<file path="config.mk">
export PLATFORM = sky130hd
export DESIGN_NAME = ahb3lite_dma_master_flat
export DESIGN_NICKNAME = d
export VERILOG_FILES = /design/src/rtl/ahb3lite_pkg.sv /design/src/rtl/ahb3lite_dma_master_if.sv /design/src/rtl/ahb3lite_dma_master.sv /design/src/flat_wrapper.sv
export SDC_FILE = /design/constraint.sdc
export NUM_CORES = 1
export LEC_CHECK = 0
export ABC_AREA = 1
export ABC_CLOCK_PERIOD_IN_PS = 3800
export CAP_MARGIN = 20
export CORE_MARGIN = 2
export CORE_UTILIZATION = 52
export CTS_CLUSTER_SIZE = 12
export DETAILED_ROUTE_END_ITERATION = 10
export PLACE_DENSITY_LB_ADDON = 0.05
export SYNTH_ARGS = -nofsm -noshare
export SYNTH_HDL_FRONTEND = slang
export SYNTH_SLANG_ARGS = --single-unit
</file>
<file path="constraint.sdc">
create_clock -name HCLK -period 3.8 [get_ports HCLK]
set_clock_uncertainty 0.05 [all_clocks]
set_input_delay 0.38 -clock HCLK [delete_from_list [all_inputs] [get_ports HCLK]]
set_output_delay 0.38 -clock HCLK [all_outputs]
set_load 0.02 [all_outputs]
</file>
<file path="src/rtl/ahb3lite_pkg.sv">
// AHB3-Lite shared types for the DMA write master.
// Bus encodings, master FSM states and the burst length decode.
package ahb3lite_pkg;

   typedef enum logic [1:0] {
      IDLE   = 2'b00,
      BUSY   = 2'b01,
      NONSEQ = 2'b10,
      SEQ    = 2'b11
   } HTRANS_state;

   typedef enum logic [2:0] {
      SINGLE = 3'b000,
      INCR   = 3'b001,
      INCR4  = 3'b011,
      INCR8  = 3'b101,
      INCR16 = 3'b111
   } HBURST_Type;

   typedef enum logic {
      OKAY  = 1'b0,
      ERROR = 1'b1
   } HRESP_state;

   typedef enum logic [1:0] {
      DMA_IDLE,
      DMA_ISSUE,
      DMA_DRAIN,
      DMA_ERR
   } dma_state_t;

   localparam logic [2:0]  HSIZE_WORD = 3'b010;
   localparam logic [31:0] ADDR_STEP  = 32'd4;

   function automatic logic [8:0] burst_beats(
      input HBURST_Type b,
      input logic [7:0] len
   );
      case (b)
         INCR:    burst_beats = {1'b0, len} + 9'd1;
         INCR4:   burst_beats = 9'd4;
         INCR8:   burst_beats = 9'd8;
         INCR16:  burst_beats = 9'd16;
         default: burst_beats = 9'd1;
      endcase
   endfunction

endpackage

</file>
<file path="src/rtl/ahb3lite_dma_master_if.sv">
// AHB3-Lite write-master bus bundle.
// Master drives address/data phase, slave returns HREADY/HRESP.
interface ahb3lite_dma_master_if;
   import ahb3lite_pkg::*;

   logic [31:0] HADDR;
   HTRANS_state HTRANS;
   HBURST_Type  HBURST;
   logic [2:0]  HSIZE;
   logic        HWRITE;
   logic [31:0] HWDATA;
   logic        HREADY;
   HRESP_state  HRESP;

   modport master (
      output HADDR, HTRANS, HBURST,
      output HSIZE, HWRITE, HWDATA,
      input  HREADY, HRESP
   );

   modport slave (
      input  HADDR, HTRANS, HBURST,
      input  HSIZE, HWRITE, HWDATA,
      output HREADY, HRESP
   );

endinterface

</file>
<file path="src/rtl/ahb3lite_dma_master.sv">
// Write-only AHB3-Lite burst master for the DMA engine.
// Streams source words into SINGLE/INCR bursts, BUSY on stall.
module ahb3lite_dma_master
   import ahb3lite_pkg::*;
(
   input  logic        HCLK,
   input  logic        HRESETn,
   input  logic        cmd_valid,
   output logic        cmd_ready,
   input  logic [31:0] cmd_addr,
   input  HBURST_Type  cmd_burst,
   input  logic [7:0]  cmd_len,
   input  logic [31:0] src_data,
   input  logic        src_valid,
   output logic        src_ready,
   output logic        done,
   output logic        err,
   ahb3lite_dma_master_if.master ahb
);

   dma_state_t  state_q, state_d;
   HTRANS_state htrans, htr_q;
   HBURST_Type  hburst_q;
   logic [31:0] haddr_q;
   logic [31:0] hwdata_q;
   logic [8:0]  acnt_q;
   logic [8:0]  dcnt_q;
   logic        first_q;
   logic        dp_q;
   logic        hold_q;
   logic        done_q;
   logic        err_q;
   logic        issuing;
   logic        accept;
   logic        dp_done;
   logic        err_hit;

   always_comb begin
      htrans  = IDLE;
      state_d = state_q;
      // a transfer shown during a wait state is frozen until HREADY
      if (state_q == DMA_ISSUE) begin
         if (hold_q)
            htrans = htr_q;
         else if (first_q)
            htrans = src_valid ? NONSEQ : IDLE;
         else
            htrans = src_valid ? SEQ : BUSY;
      end
      issuing = (htrans == NONSEQ) || (htrans == SEQ);
      accept  = issuing && ahb.HREADY;
      dp_done = dp_q && ahb.HREADY;
      err_hit = dp_q && !ahb.HREADY
             && (ahb.HRESP == ERROR);
      unique case (state_q)
         DMA_IDLE:
            if (cmd_valid) state_d = DMA_ISSUE;
         DMA_ISSUE:
            if (err_hit)
               state_d = DMA_ERR;
            else if (accept && acnt_q == 9'd1)
               state_d = DMA_DRAIN;
         DMA_DRAIN:
            if (err_hit)
               state_d = DMA_ERR;
            else if (dp_done && dcnt_q == 9'd1)
               state_d = DMA_IDLE;
         DMA_ERR:
            if (ahb.HREADY) state_d = DMA_IDLE;
         default:
            state_d = DMA_IDLE;
      endcase
   end

   always_ff @(posedge HCLK or negedge HRESETn) begin
      if (!HRESETn) begin
         state_q  <= DMA_IDLE;
         htr_q    <= IDLE;
         hburst_q <= SINGLE;
         haddr_q  <= 32'd0;
         hwdata_q <= 32'd0;
         acnt_q   <= 9'd0;
         dcnt_q   <= 9'd0;
         first_q  <= 1'b0;
         dp_q     <= 1'b0;
         hold_q   <= 1'b0;
         done_q   <= 1'b0;
         err_q    <= 1'b0;
      end else begin
         state_q <= state_d;
         htr_q   <= htrans;
         hold_q  <= (state_q == DMA_ISSUE)
                 && (state_d == DMA_ISSUE)
                 && !ahb.HREADY;
         done_q  <= (state_q == DMA_DRAIN)
                 && (state_d == DMA_IDLE);
         err_q   <= (state_q == DMA_ERR)
                 && ahb.HREADY;
         if (state_q == DMA_IDLE && cmd_valid) begin
            haddr_q  <= cmd_addr & ~32'h3;
            hburst_q <= cmd_burst;
            acnt_q   <= burst_beats(cmd_burst, cmd_len);
            dcnt_q   <= burst_beats(cmd_burst, cmd_len);
            first_q  <= 1'b1;
         end
         if (accept) begin
            haddr_q <= haddr_q + ADDR_STEP;
            acnt_q  <= acnt_q - 9'd1;
            first_q <= 1'b0;
         end
         if (src_ready)
            hwdata_q <= src_data;
         if (err_hit)
            dp_q <= 1'b0;
         else if (ahb.HREADY)
            dp_q <= accept;
         if (dp_done)
            dcnt_q <= dcnt_q - 9'd1;
      end
   end

   assign cmd_ready  = (state_q == DMA_IDLE);
   assign src_ready  = src_valid && accept;
   assign done       = done_q;
   assign err        = err_q;
   assign ahb.HADDR  = haddr_q;
   assign ahb.HTRANS = htrans;
   assign ahb.HBURST = hburst_q;
   assign ahb.HSIZE  = HSIZE_WORD;
   assign ahb.HWRITE = (htrans != IDLE);
   assign ahb.HWDATA = hwdata_q;

endmodule

</file>
<file path="src/flat_wrapper.sv">
// flat-port wrapper written by rule: the top's interface ports become plain ports
module ahb3lite_dma_master_flat import ahb3lite_pkg::*;
  (HCLK, HRESETn, cmd_valid, cmd_ready, cmd_addr, cmd_burst, cmd_len, src_data, src_valid, src_ready, done, err, ahb_HADDR, ahb_HTRANS, ahb_HBURST, ahb_HSIZE, ahb_HWRITE, ahb_HWDATA, ahb_HREADY, ahb_HRESP);
  ahb3lite_dma_master_if ahb_i ();
  input  logic HCLK;
  input  logic HRESETn;
  input  logic cmd_valid;
  output logic cmd_ready;
  input  logic [31:0] cmd_addr;
  input  HBURST_Type cmd_burst;
  input  logic [7:0] cmd_len;
  input  logic [31:0] src_data;
  input  logic src_valid;
  output logic src_ready;
  output logic done;
  output logic err;
  output wire logic [$bits(ahb_i.HADDR)-1:0] ahb_HADDR;
  output wire logic [$bits(ahb_i.HTRANS)-1:0] ahb_HTRANS;
  output wire logic [$bits(ahb_i.HBURST)-1:0] ahb_HBURST;
  output wire logic [$bits(ahb_i.HSIZE)-1:0] ahb_HSIZE;
  output wire logic [$bits(ahb_i.HWRITE)-1:0] ahb_HWRITE;
  output wire logic [$bits(ahb_i.HWDATA)-1:0] ahb_HWDATA;
  input wire logic [$bits(ahb_i.HREADY)-1:0] ahb_HREADY;
  input wire logic [$bits(ahb_i.HRESP)-1:0] ahb_HRESP;
  assign ahb_HADDR = ahb_i.HADDR;
  assign ahb_HTRANS = ahb_i.HTRANS;
  assign ahb_HBURST = ahb_i.HBURST;
  assign ahb_HSIZE = ahb_i.HSIZE;
  assign ahb_HWRITE = ahb_i.HWRITE;
  assign ahb_HWDATA = ahb_i.HWDATA;
  assign ahb_i.HREADY = ahb_HREADY;
  assign ahb_i.HRESP = ahb_HRESP;
  ahb3lite_dma_master u_core (.HCLK(HCLK), .HRESETn(HRESETn), .cmd_valid(cmd_valid), .cmd_ready(cmd_ready), .cmd_addr(cmd_addr), .cmd_burst(cmd_burst), .cmd_len(cmd_len), .src_data(src_data), .src_valid(src_valid), .src_ready(src_ready), .done(done), .err(err), .ahb(ahb_i));
endmodule
</file>
==> out/results.txt, run 1 <==
The first global-routing pass estimated 24500 um of wire. In the post-synthesis netlist, the cell with the most instances is sky130_fd_sc_hd__nand2_1. The total area inside the core boundary comes to 10200 um^2. The floorplan die area is 11200 um^2, and the maximum level of the CTS H-tree is 3. Setup repair after global routing left no endpoint under its margin. The number of setup buffers added after CTS was 0. The type of the tightest min-delay check is reg -> reg. Depth of the worst register-to-register path: 10.

The mapped netlist covers 5370 um^2. In the final timing run, aggregate negative setup slack is 0 ps. The initial core utilization is 0.527.

The number of input and output port buffers inserted works out to 150. Summed over all layers, the routed wires come to 14700 um. The worst setup path is launched from a primary input. Counting every instance in the synthesized netlist gives 767. The most congested layer reported by global routing was met2. The routed wirelength normalized by instance count came out at 14.0 um. The global-route usage over all layers is 0.274. The proportion of layout cells with a drive suffix above 1 was 0.0426. The tools report the number of hold violations in the final report as 0. The share of the cycle needed by the critical path after routing was 0.747. Portion of the post-synthesis area used by sequential elements: 0.429. For this run, the leading register cell type out of synthesis is sky130_fd_sc_hd__dfrtp_1. During synthesis, Yosys emitted a total of 0 warnings. Global routing finished with a remaining overflow of 0. The proportion of power drawn by flip-flops and latches is 0.358, and the later-pin clock latency in the skew report is 370 ps.

The number of vias after detailed routing came out at 5402. 158 I/O pins were placed. Ranked by total cell area, the synthesized netlist is headed by sky130_fd_sc_hd__dfrtp_1, sky130_fd_sc_hd__nand2_1, sky130_fd_sc_hd__nand3_1, sky130_fd_sc_hd__nor2_1, sky130_fd_sc_hd__inv_1. The logs give 92 for the CTS sink count and 1730 ps for the slack of the worst reg-to-reg path.

The logs give 0 for the number of antenna violations at the first check in global routing and 2890 uW for the internal power consumption. Clock-pin slew was measured on the worst setup and hold paths at 100 ps. In this run the mean area of a mapped cell was 7.00 um^2. The start-to-end type of the worst setup path is in -> out. For the number of DRC markers in iteration 0, the log shows 475. The synthesized design spends more area on one cell type than any other, namely sky130_fd_sc_hd__dfrtp_1. The floorplan has 37 rows. The global-route met3 utilization was 0.0482. The flow ran to the end, and the final reports show no timing, DRC or antenna violations. For the number of global-route vias before repair, the log shows 5156. Worst endpoint required time: 3370 ps.

For the pin with the worst max-slew slack, the measured transition is 666 ps. The proportion of register bits with asynchronous set or reset after synthesis works out to 1.00. The worst path needs 2840 ps of the cycle, external delays included. Power spread over the standard cell area amounts to 754 nW/um^2. The run gives 2300 um^2 as the sequential cell area.

Highest achievable clock rate: 352 MHz. The met2 layer usage reported by global route is 0.449, and the relative contribution of combinational cells to total power is 0.526. Detailed placement ended at an HPWL of 10800 um. The switching part of the total is 0.459, and the share of the synthesized area in the top cell type is 0.429. The flip-flop and latch count after synthesis is 92. The largest fanout of any net on the critical path was 33; the antenna cell count was 0.

The number of stages on the worst hold path was 2. The logs give 0.355 for the met1 global-route usage and 961 ps for the worst-case setup slack after placement. The critical path starts at src_valid.

Sorting the synthesized cells by how often they occur yields sky130_fd_sc_hd__nand2_1, sky130_fd_sc_hd__dfrtp_1, sky130_fd_sc_hd__nor2_1. For the worst setup path, the data arrival time is 2410 ps. The relative slew slack was 0.555.

Across the VDD grid, the largest voltage drop is 0.000423 V. The logs give 48 for the largest net degree at the start of global routing and 30 for the distinct cell type count of the synthesized netlist. The end point of the worst hold path was u_core.ahb.HWDATA[13]. For this design the total switching power over the nets is 2450 uW. The worst setup margin was 960 ps. The congestion estimate from routability-driven global placement came to 0.963. The die is 106 um tall.

Startpoint of the worst hold path: u_core.ahb.HWDATA[13]. The number of buffers inserted during clock tree synthesis was 9. The completed layout was analyzed and its total power is 5340 uW. TritonCTS built the clock tree. The average via count per standard cell is 5.13. The width of the die is 106 um, and the count of fill cells added during filler insertion is 875. The worst setup path is captured at an output port. Across the run, the number of max-cap violations was 0. The max-slew violation count came out at 0. The share of total power in the clock network is 0.116.

The cell sitting at the root of the clock tree is a sky130_fd_sc_hd__clkbuf_8. The tools report the maximum clock insertion buffer count as 2. Compared with the post-synthesis result, the final layout area differs by 31.9%. Counting flops with a built-in enable in the synthesized netlist gives 0.

In the final design database the tool counted 998 nets. After detailed routing, the number of remaining DRC violations is 0. The capture instance of the worst register-to-register path was u_core.hold_q. Once detail routing completed, the nets flagged for antenna violations numbered 0. Summed over all cells, the static leakage comes to 0.00329 uW. The multi-input combinational cells in the finished layout cover a total of 2650 um^2. Setup violations remaining at the end of the flow were counted as 0. The pre-antenna-repair detailed-routing pass consisted of 5 iterations. The worst register-to-register path begins at u_core.state_q[1].
[worst max-delay path: stages]
cell and delay (ps):
sky130_fd_sc_hd__clkdlybuf4s50_1 510, sky130_fd_sc_hd__nand2_1 70, sky130_fd_sc_hd__nand2_1 110, sky130_fd_sc_hd__nand3_4 60
sky130_fd_sc_hd__buf_4 230, sky130_fd_sc_hd__inv_2 90, sky130_fd_sc_hd__nand2_2 40, sky130_fd_sc_hd__buf_4 230
sky130_fd_sc_hd__inv_2 90, sky130_fd_sc_hd__clkdlybuf4s50_1 600
[cell families after synthesis]
family	Yosys count	synth area share
DFF	92	0.429
other	2	0.00140
adders and majority gates	6	0.0140
AOI/OAI and AO/OA	66	0.0737
xor gates and xnor gates	8	0.0131
buffers and inverters	88	0.0800
and+or+nand+nor	505	0.389
[power groups by stage]
stage / clock network [uW] / logic, uW / registers (uW)
final: 620 / 2810 / 1910
after global placement: 0 / 2740 / 1880
after CTS: 634 / 2820 / 1900
after detailed placement: 0 / 2810 / 1910
after floorplan: 0 / 1350 / 2200
after global routing: 675 / 3090 / 1980
[cells in the final DEF (no fill, tap or decap), types with 6 or more instances in the layout]
master                            instances
sky130_fd_sc_hd__a21oi_1                 12
sky130_fd_sc_hd__o21ai_0                 24
sky130_fd_sc_hd__dfrtp_1                 92
sky130_fd_sc_hd__nand4_1                  9
sky130_fd_sc_hd__ha_1                     6
sky130_fd_sc_hd__o21a_1                  11
sky130_fd_sc_hd__clkdlybuf4s50_1        149
sky130_fd_sc_hd__o211ai_1                10
sky130_fd_sc_hd__nand2_1                319
sky130_fd_sc_hd__inv_1                   55
sky130_fd_sc_hd__nor3_1                  11
sky130_fd_sc_hd__inv_2                    6
sky130_fd_sc_hd__buf_4                    7
sky130_fd_sc_hd__clkbuf_8                10
sky130_fd_sc_hd__nand3_1                 66
sky130_fd_sc_hd__nor2_1                  85
[per-layer routing]
| metal | wire [um] | vias to the layer above |
|---|---|---|
| met5 | 0 | - |
| met4 | 460 | 0 |
| met3 | 786 | 34 |
| met2 | 7130 | 194 |
| met1 | 6360 | 2467 |
| li1 | - | 2707 |
[per-stage QoR]
stage               hold WS (ps)  utilization  area (um^2)  instances
floorplan                   34.4            -         5380        770
finish                       437        0.695         7080       1052
global route                 475        0.695         7080       1052
CTS                          442        0.695         7080       1052
detailed placement           322        0.677         6890       1035
global placement             325        0.677         6890       1035
[worst max-delay path by stage]
stage          cells after the start                   end  slack, ps
6_report                          10             src_ready        960
5_1_grt                           10             src_ready        850
4_1_cts                           10             src_ready        960
3_5_place_dp                      10             src_ready        960
3_3_place_gp                      10             src_ready        950
2_1_floorplan                      9  u_core.ahb.HADDR[14]       2110
[final cells by class]
class / count / share of cell area
Multi-Input combinational cell: 590 / 0.374
Sequential cell: 92 / 0.325
Timing Repair Buffer: 157 / 0.219
Inverter: 61 / 0.0323
Tap cell: 136 / 0.0240
Clock buffer: 11 / 0.0200
Clock inverter: 5 / 0.00530
[sequential cells by signal, summed over array words and instances (netlist names)]
signal,flops
u_core.htr_q,2
u_core.hold_q,1
u_core.err,1
u_core.first_q,1
u_core.acnt_q,9
u_core.dcnt_q,9
u_core.ahb.HADDR,30
u_core.dp_q,1
u_core.ahb.HWDATA,32
u_core.state_q,2
u_core.done,1
u_core.ahb.HBURST,3
[timing repair]
action | 4_1_cts | 5_1_grt
resized for setup | 0 | 0
endpoints found under the hold margin | 36 | 0
hold buffers | 1 | 0
Note: power is estimated with default switching activity, not from simulation.
==> inputs of run 2 (changes only) <==
--- a/config.mk
+++ b/config.mk
@@ -6,10 +6,10 @@
 export NUM_CORES = 1
 export LEC_CHECK = 0
 export ABC_AREA = 1
-export ABC_CLOCK_PERIOD_IN_PS = 3800
+export ABC_CLOCK_PERIOD_IN_PS = 2900
 export CAP_MARGIN = 20
 export CORE_MARGIN = 2
-export CORE_UTILIZATION = 52
+export CORE_UTILIZATION = 48
 export CTS_CLUSTER_SIZE = 12
 export DETAILED_ROUTE_END_ITERATION = 10
 export PLACE_DENSITY_LB_ADDON = 0.05
==> constraint.sdc (replaced) <==
create_clock -name HCLK -period 2.9 [get_ports HCLK]
set_clock_uncertainty 0.05 [all_clocks]
set_input_delay 0.29 -clock HCLK [delete_from_list [all_inputs] [get_ports HCLK]]
set_output_delay 0.29 -clock HCLK [all_outputs]
set_load 0.02 [all_outputs]
==> out/results.txt, run 2 (synthesized netlist as in run 1, its figures left out) <==
The run finished with clean final reports. The run gives 10900 um^2 (+6.9%) as the core area. On the critical path, the stage with the largest delay is an instance of sky130_fd_sc_hd__clkdlybuf4s50_1.

Critical path's largest stage delay: 610 ps (about the same). The logs give 0.493 (-0.0340) for the initial core utilization and 0.259 (-0.0148) for the global-route usage over all layers. The run gives 24300 um (-0.68%) as the wire length of the first global-routing pass. Synthesis-to-finish area growth: 31.9% (about the same). Number of buffers inserted during clock tree synthesis: 9 (unchanged). The number of input and output port buffers inserted works out to 150 (unchanged).

The overall overflow remaining after global route came out at 0 (unchanged). The run gives 5 (unchanged) as the first-pass iteration count of the detailed router. The element type at the critical path end was an output port. The critical path in this run is classified as reg -> out.

The number of flip-flops in the largest register was 32 (unchanged); the CTS sink count was 92 (unchanged). The maximum level of the CTS H-tree was 3 (unchanged). The sort of element at the start of the critical path was a flip-flop. Number of global-route vias before repair: 5253 (+1.9%). The logs give 387 ps (-50.3 ps) for the worst hold slack and 2 (unchanged) for the maximum clock insertion buffer count. For the number of vias after detailed routing, the log shows 5401 (-0.019%). The largest fanout of any net on the critical path was 3 (-91%). The count of fill cells added during filler insertion is 1029 (+18%). Clock-pin transition on the worst setup and hold timing paths: 90 ps (about the same). The tools report the floorplan die area as 12000 um^2 (+8.0%). The number of maximum-capacitance violations was 0 (unchanged). The number of hold violations in the final report was 0 (unchanged); the placed wire-length estimate was 11000 um (+2.1%).

For the finished layout, the period the worst path requires is 2290 ps. The number of setup buffers added after CTS was 0 (unchanged). The logs give 158 (unchanged) for the boundary pin count and 2560 ps (-810 ps) for the worst endpoint required time.

For the count of nets left with antenna violations after detail routing, the log shows 0 (unchanged). Relative slew slack: 0.604 (+0.0490). The tightest min-delay check is of the in -> reg type.

The library cell used most frequently in the layout, excluding fill and tap cells, is sky130_fd_sc_hd__nand2_1. The family with the most delay on the worst path is buffers and inverters. The cell sitting at the root of the clock tree is a sky130_fd_sc_hd__clkbuf_8.

The count of standard-cell rows came out at 38 (+2.7%). In this run the most used layer during global routing was met2. Share of the cycle needed by the critical path after routing: 0.788. The net total in the final layout was 997 (-0.10%). The width of the die works out to 110 um (+3.9%). For the number of DRC markers in iteration 0, the log shows 378 (-20%).

In the layout the commonest cells are sky130_fd_sc_hd__nand2_1, sky130_fd_sc_hd__clkdlybuf4s50_1, sky130_fd_sc_hd__dfrtp_1. The routed wirelength normalized by instance count came out at 14.3 um (+2.0%). The tools report the number of failing setup endpoints in the final timing report as 0 (unchanged).

Total leakage power: 0.00328 uW (-0.45%). The global-route met3 utilization is 0.0468 (-0.00141). Setup repair after global routing left no endpoint under its margin. The proportion of layout cells with a drive suffix above 1 was 0.0405 (-0.00210). The max-slew violation count is 0 (unchanged). The number of buffers and inverters on the critical path is 4 (-2), and the number of antenna violations at the first check in global routing is 0 (unchanged).

The run gives 0.937 (-2.7%) as the final weighted congestion of routability-driven global placement. TritonCTS built the clock tree. For the later-pin clock latency in the skew report, the log shows 380 ps (about the same). The arrival time of the worst setup path was 1950 ps (-460 ps); the transition time at the pin with the least slew margin was 592 ps (-73.3 ps).

The sum of negative setup slack is 0 ps (unchanged). The tools report the post-cts gate resize count as 0 (unchanged). The met1 global-route usage was 0.331 (-0.0242); the post-detailed-routing wire length was 15100 um (+2.2%). The worst-case vdd ir drop was 0.000657 V (+55%); the average via count per standard cell was 5.12 (-0.21%). The run gives 51 (+6.3%) as the largest net degree at the start of global routing. Hold buffer count at cts: 1 (unchanged). The antenna cell count was 0 (unchanged). The signal on the critical path passes through inv_1 > nand2_1 > nand2_1 > nand3_4 > inv_2 > nand2_2 > inv_2 > clkdlybuf4s50_1. The areal power density over the cells was 987 nW/um^2 (+31%). The logs give 0 (unchanged) for the remaining routing DRC violations and 6990 uW (+31%) for the overall power. The met2 layer usage reported by global route is 0.429 (-0.0199). The height of the die is 110 um (+3.9%). Static timing analysis puts the maximum clock frequency at 437 MHz.
==> run 2: cell count changes in the layout (fill, tap and decap cells not counted) <==
cell / previous run / this run
sky130_fd_sc_hd__inv_6: 0 / 1
sky130_fd_sc_hd__clkinvlp_4: 2 / 4
sky130_fd_sc_hd__clkinv_4: 2 / 0
sky130_fd_sc_hd__clkbuf_8: 10 / 9
sky130_fd_sc_hd__clkinv_2: 1 / 0
sky130_fd_sc_hd__buf_12: 0 / 1
sky130_fd_sc_hd__buf_4: 7 / 5
==> run 2: final timing paths <==
kind | start | end | slack [ps] | depth (start not counted)
worst max-delay path | u_core.hold_q | src_ready | 610 | 8
worst min-delay path | src_data[21] | u_core.ahb.HWDATA[21] | 390 | 3
worst max register to register | u_core.state_q[1] | u_core.dcnt_q[0] | 950 | 6
worst min register to register | u_core.ahb.HWDATA[21] | u_core.ahb.HWDATA[21] | 430 | 2
max in group asynchronous | HRESETn | u_core.ahb.HWDATA[2] | 1730 | 3
min in group asynchronous | HRESETn | u_core.ahb.HADDR[8] | 400 | 2
==> run 2: area by class of cell <==
| cell class | count | area (um^2) | share of cell area |
|---|---|---|---|
| Tap cell | 140 | 175 | 0.0247 |
| Clock buffer | 10 | 128 | 0.0180 |
| Timing Repair Buffer | 156 | 1560 | 0.220 |
| Clock inverter | 5 | 38.8 | 0.00548 |
| Inverter | 61 | 229 | 0.0323 |
| Multi-Input combinational cell | 590 | 2650 | 0.374 |
| Sequential cell | 92 | 2300 | 0.325 |
==> run 2: report_power, final <==
part / total (uW) / switching, uW / internal, uW
logic: 3700 / 2120 / 1580
registers: 2490 / 626 / 1870
clock network: 791 / 481 / 310
==> run 2: per-layer routing <==
layer  routed length [um]  vias up
li1                     -     2702
met1                 6400     2522
met2                 7410      146
met3                  844       31
met4                  407        0
met5                    0        -
==> run 2: metrics by stage <==
stage	cell area, um^2	util	setup slack, ps	std cells
floorplan	5380	-	1210	770
global placement	6900	0.634	686	1038
detailed placement	6900	0.634	698	1038
CTS	7080	0.650	596	1054
global route	7080	0.650	461	1054
finish	7080	0.650	614	1054
==> run 2: worst register-to-register path, stage by stage (launching register included) <==
cell	delay, ps
sky130_fd_sc_hd__dfrtp_1	440
sky130_fd_sc_hd__nor2_1	240
sky130_fd_sc_hd__nand2_4	230
sky130_fd_sc_hd__inv_2	450
sky130_fd_sc_hd__nand3_1	210
sky130_fd_sc_hd__o211ai_1	120
sky130_fd_sc_hd__o21ai_0	110
